### config.mk
export PLATFORM = sky130hd
export DESIGN_NAME = param_ureg_bank
export DESIGN_NICKNAME = d
export VERILOG_FILES = /design/src/rtl/ureg_pkg.sv /design/src/rtl/ureg_bit_slice.sv /design/src/rtl/param_ureg_bank.sv
export SDC_FILE = /design/constraint.sdc
export NUM_CORES = 1
export LEC_CHECK = 0
export ABC_AREA = 1
export BUFFER_PORTS_ARGS = -buffer_cell sky130_fd_sc_hd__clkbuf_2
export CORE_MARGIN = 10
export CORE_UTILIZATION = 45
export CTS_BUF_LIST = sky130_fd_sc_hd__clkbuf_8
export CTS_CLUSTER_SIZE = 10
export DETAILED_ROUTE_END_ITERATION = 16
export PLACE_DENSITY_LB_ADDON = 0.25
export SLEW_MARGIN = 20
export SYNTH_ARGS = -nofsm -noshare
export SYNTH_HDL_FRONTEND = slang
export SYNTH_SLANG_ARGS = --single-unit
export TNS_END_PERCENT = 30
### constraint.sdc
create_clock -name Clk -period 1.8 [get_ports Clk]
set_input_delay 0.36 -clock Clk [delete_from_list [all_inputs] [get_ports Clk]]
set_output_delay 0.36 -clock Clk [all_outputs]
set_load 0.02 [all_outputs]
### src/rtl/ureg_pkg.sv
// rtl/ureg_pkg.sv - opcode constants shared by the register bank and its bit slices
package ureg_pkg;

  localparam int OP_W = 3;

  localparam logic [OP_W-1:0] OP_HOLD   = 3'b000;
  localparam logic [OP_W-1:0] OP_LOAD   = 3'b001;
  localparam logic [OP_W-1:0] OP_CLEAR  = 3'b010;
  localparam logic [OP_W-1:0] OP_TOGGLE = 3'b011;
  localparam logic [OP_W-1:0] OP_SHL    = 3'b100;
  localparam logic [OP_W-1:0] OP_SHR    = 3'b101;
  localparam logic [OP_W-1:0] OP_ROL    = 3'b110;
  localparam logic [OP_W-1:0] OP_ROR    = 3'b111;

endpackage

### src/rtl/ureg_bit_slice.sv
// rtl/ureg_bit_slice.sv - next-state function for one storage bit
module ureg_bit_slice
  import ureg_pkg::*;
(
  input  logic            i_q,
  input  logic            i_left,
  input  logic            i_right,
  input  logic            i_d,
  input  logic [OP_W-1:0] i_op,
  input  logic            i_en,
  output logic            o_next
);

  // Left neighbour is the next-higher bit, right neighbour the next-lower bit.
  always_comb begin
    o_next = i_q;
    if (i_en) begin
      case (i_op)
        OP_HOLD:   o_next = i_q;
        OP_LOAD:   o_next = i_d;
        OP_CLEAR:  o_next = 1'b0;
        OP_TOGGLE: o_next = i_q ^ i_d;
        OP_SHL:    o_next = i_right;
        OP_ROL:    o_next = i_right;
        OP_SHR:    o_next = i_left;
        OP_ROR:    o_next = i_left;
        default:   o_next = i_q;
      endcase
    end
  end

endmodule

### src/rtl/param_ureg_bank.sv
// rtl/param_ureg_bank.sv - WIDTH-bit opcode-driven register with serial I/O and change flag
module param_ureg_bank
  import ureg_pkg::*;
#(
  parameter int          WIDTH     = 8,
  parameter logic [31:0] RESET_VAL = 32'd0
)
(
  input  logic             Clk,
  input  logic             Reset,
  input  logic             En,
  input  logic [OP_W-1:0]  Op,
  input  logic [WIDTH-1:0] D,
  input  logic             SerIn,
  output logic [WIDTH-1:0] Q,
  output logic             SerOut,
  output logic             Changed
);

  logic [WIDTH-1:0] r_q;
  logic             r_serout;
  logic             r_changed;

  logic [WIDTH-1:0] w_next;
  logic [WIDTH-1:0] w_left;
  logic [WIDTH-1:0] w_right;
  logic             w_right_end;
  logic             w_left_end;
  logic             w_shift_op;
  logic             w_shift_right;

  // Chain ends: rotates feed back the opposite end bit, shifts take SerIn.
  assign w_right_end = (Op == OP_ROL) ? r_q[WIDTH-1] : SerIn;
  assign w_left_end  = (Op == OP_ROR) ? r_q[0]       : SerIn;

  assign w_right = {r_q[WIDTH-2:0], w_right_end};
  assign w_left  = {w_left_end, r_q[WIDTH-1:1]};

  assign w_shift_op    = Op[2];
  assign w_shift_right = Op[0];

  for (genvar gi = 0; gi < WIDTH; gi++) begin : g_slice
    ureg_bit_slice u_slice (
      .i_q     (r_q[gi]),
      .i_left  (w_left[gi]),
      .i_right (w_right[gi]),
      .i_d     (D[gi]),
      .i_op    (Op),
      .i_en    (En),
      .o_next  (w_next[gi])
    );
  end

  always_ff @(posedge Clk or posedge Reset) begin
    if (Reset) begin
      r_q       <= RESET_VAL[WIDTH-1:0];
      r_serout  <= 1'b0;
      r_changed <= 1'b0;
    end else begin
      r_q       <= w_next;
      r_changed <= (w_next != r_q);
      if (En && w_shift_op) begin
        r_serout <= w_shift_right ? r_q[0] : r_q[WIDTH-1];
      end
    end
  end

  assign Q       = r_q;
  assign SerOut  = r_serout;
  assign Changed = r_changed;

endmodule
# Word-level counts from Yosys, hierarchy flattened
# Cells that the tools add are included.
[totals]
inputBits = 15
reg_bits = 10
[classes]
reduce_logical = 4
n_mux = 19
bitwise_logic = 8
n_eq_ne = 8
[op_table]
columns = ["cell", "n"]
rows = [
  ["case mux 1 bit (6 select lines)", 8],
  ["== test 3 bit, second input constant", 4],
  ["2-to-1 mux 1 bit", 11],
  ["inequality test 8 bit", 1],
  ["XOR 1 bit", 8],
  ["== test 3 x 2 -> 1 bit, second input constant", 2],
  ["OR reduction 2 bit", 2],
  ["== test 3 x 1 -> 1 bit, second input constant", 1],
  ["logical NOT 3 bit", 1],
  ["logical AND 1 bit", 1],
]

# Longest topological paths before layout
[logic_depth]
depth_word = 5
depth_mapped = 13
mapped_depth_nobuf = 12

# Hierarchy
# A second synthesis with hierarchy kept.
[hier_totals]
cells_unflattened = 227
area_unflattened_um2 = 1169.9
[by_module_without_submodules]
columns = ["mod", "area_each_um2", "n_inst", "cells_each"]
rows = [
  ["ureg_bit_slice", 91.3, 8, 22],
  ["param_ureg_bank", 439.2, 1, 51],
]

# Worst setup path before layout
# OpenSTA, ideal clock, no wires.
[synth_path]
kind = "input -> register"
start = "input port Op[2]"
end = "register r_changed (netlist: Changed)"
path_buffers = 1
required_time_ns = 1.681
arrival_time_ns = 1.245
setup_time_ns = 0.119
path_stages = 11
slack_ns = 0.437
path_cell_list = "buf_6 -> nand2_4 -> inv_2 -> nor2_1 -> nor2_1 -> nand2_1 -> nand2_1 -> nand2_1 -> nand2_1 -> nor2_1 -> nand2_1"
[synth_via]
elab_chain_len = 5
word_cells_on_any_way = 29
[synth_rtl]
columns = ["item", "line_no", "source"]
rows = [
  ["start: declaration", "param_ureg_bank.sv:12", "input logic [OP_W-1:0] Op,"],
  ["== test 3 bit (on tied branches)", "ureg_bit_slice.sv:18, param_ureg_bank.sv:33, param_ureg_bank.sv:34", ""],
  ["2-to-1 mux 1 bit (tied with other cells)", "param_ureg_bank.sv:33", "assign w_right_end = (Op == OP_ROL) ? r_q[WIDTH-1] : SerIn;"],
  ["case mux 1 bit (6 select lines)", "ureg_bit_slice.sv:18", "case (i_op)"],
  ["2-to-1 mux 1 bit", "ureg_bit_slice.sv:17", "if (i_en) begin"],
  ["inequality test 8 bit *", "param_ureg_bank.sv:61", "r_changed <= (w_next != r_q);"],
  ["end signal: assignment", "param_ureg_bank.sv:61", ""],
  ["end: declaration", "param_ureg_bank.sv:22", "logic r_changed;"],
]
# Every way passes the cells marked *; elsewhere a longest branch is shown, timed or not.
# A chain may end at the register's enable or synchronous reset.

# Worst setup path in the final report
# Same ends and word-level chain as after synthesis.

==> metrics.txt <==
commonest cells after routing, fill and taps aside nand2_1 (77), nor2_1 (25), clkbuf_2 (24), inv_1 (19), nand3_1 (19); WL/cell 11.5 µm; Syn Inst Count 187; Antenna Nets Post-Route 0; uppermost layer routed met4; Crit Path Max Fanout 12; Clock Pin Slew Worst Setup and Hold Paths 0.06 ns; Comb power frac 41.2%; syn nets 202; global-route wire length before repair 4850 µm; maxcap violations 0; Clock Latency Late Sink 0.24 ns; Power, Total 1.09 mW; clk sinks 10; RD Place Congestion 0.922; Area after DPL 0.00114 mm²; flops & latches, synth 10; Synth Area in Simple Gates 53.6%; GR Overflow Total 0; Iteration-0 DRC Markers 67; post-synth cell types 18; die footprint 0.00470 mm²; Int Pwr 628 µW; worst rel slew slack 71.3%; H-tree Lvls 1; Starting Density 47.6%; CORE AREA 0.00223 mm²; Vias/cell 4.81; slew at the pin closest to its max-slew limit 0.430 ns; CTS buffer count 3; Yosys Warn Count 0; Flop pwr share 32.0%; I/O pins 25; Chip Width 68.6 µm; max-slew violations 0; final setup vio count 0; Fin. Hold Viols 0; hold buffer count at cts 0; metal1 wirelength 1160 µm; Final Cell Area 0.00120 mm²; mux share of post-synthesis cell area 0%; # rows 17; clock power share 26.7%; Max VDD drop 627 µV; synthesis-to-finish area growth 12.7%; post-route minimum period 1.42 ns; nets 223; WHS 0.0842 ns; setup TNS 0 ns; share of cells above drive strength 1 22.2%; syn avg cell area 5.68 µm²; DRC Markers 0; most common cell after layout, fill and taps aside nand2_1; All-Layer GR Usage 13.0%; worst hold path type primary input to async pin; Power Density 910 mW/mm²; post-CTS sizing 0; RSZ-0062 raised after global routing no; Compound-Gate Fraction of Synth Area 4.12%; Critical Path AT 1.55 ns; crit start category primary input; Post-Synth XOR/XNOR Area 0%; DR WL met3 169 µm; share of the synthesized area in the top cell type 27.2%; Req. time, crit path 1.93 ns; vias in the first global route 1154; fmax 0.707 GHz; number of I/O port buffers 24; Worst Clk Skew 0.00733 ns; Adder-Cell Fraction of Synth Area 0%; Die H 68.6 µm; DRT Pass-1 Iters 4; final WL 2700 µm; largest net degree at the start of global routing 13; main combinational cell family by area after synthesis simple AND/OR/NAND/NOR gates; Root Buffer clkbuf_8; P_sw 462 µW; DP HPWL 2170 µm; Max Root-Sink Buffers 2; Synth area leaders nand2_1 (27%), dfrtp_1 (24%), nand3_1 (9.0%); Post-Syn Area 0.00106 mm²; postcts setup bufs 0; switch share 42.4%; via count 1130; leakage 0.739 nW; crit path kind primary input to flop; met2 WL post-DR 1360 µm; sequential element share of the synthesized area 23.6%; outcome complete, no violations; initial antenna violation count 0; largest area contributor in the netlist nand2_1; period utilization 78.6%; Ant. Diodes 0; CP Capture Type flop; CTS tree done
flip-flops by register name, summed over array words and instances (netlist names):
name and cells:
Q 8, Changed 1, SerOut 1
worst max-delay path: stages:
cell and delay [ns]:
clkbuf_2 0.26, inv_2 0.10, nor2_2 0.20, nand3_1 0.15
nand3_1 0.10, nand2_1 0.07, nand2_1 0.08, nand2_1 0.06
nor2_1 0.11, nand2_1 0.06
power by group through the flow:
stage,combinational (mW),sequential [mW],clock (mW)
after floorplan,0.375,0.344,0
after global placement,0.444,0.350,0
after detailed placement,0.451,0.353,0
after CTS,0.454,0.349,0.296
after global routing,0.518,0.360,0.311
final,0.449,0.349,0.291
metrics by stage:
step	setup WS, ns	util (%)	cells
3_3_place_gp	0.163	51.1	231
2_1_floorplan	0.437	-	187
3_5_place_dp	0.151	51.1	231
5_1_grt	0.241	53.6	235
6_report	0.385	53.6	235
4_1_cts	0.400	53.6	235
routing by layer:
metal | up-vias | GRT usage (%)
li1 | 601 | -
met1 | 506 | 14.9
met2 | 21 | 23.0
met3 | 2 | 3.70
met4 | 0 | 3.02
met5 | - | 0
synth_stat cells (all sizes together):
master  instances
nand2          80
nor2           30
inv            23
nand3          19
buf            13
dfrtp          10
o21ai           6
nor3            3
a21oi           2
nand4           1
final cells by class:
type | instances | area, µm²
Clock buffer | 4 | 55.1
Fill cell | 237 | 1040
Inverter | 23 | 86.3
Multi-Input combinational cell | 141 | 613
Sequential cell | 10 | 250
Tap cell | 28 | 35.0
Timing Repair Buffer | 29 | 158
logic make-up (layout without fill, tap and decap cells):
kind of cell | count (synthesis) | count (layout)
AO/OA/AOI/OAI | 8 | 8
flip-flops | 10 | 10
AND/OR/NAND/NOR | 133 | 133
buffers and inverters | 36 | 56
path summary, 6_finish.rpt:
path / startpoint / endpoint / slack [ns] / depth (start not counted)
max in group asynchronous: Reset / SerOut / 1.41 / 2
max reg2reg: Q[4] / Changed / 0.47 / 8
min reg2reg: SerOut / SerOut / 0.53 / 2
min: Reset / Q[0] / 0.08 / 2
min in group Clk: D[2] / Q[2] / 0.49 / 4
max: Op[2] / Changed / 0.38 / 10
(Power assumes the default switching activity.)
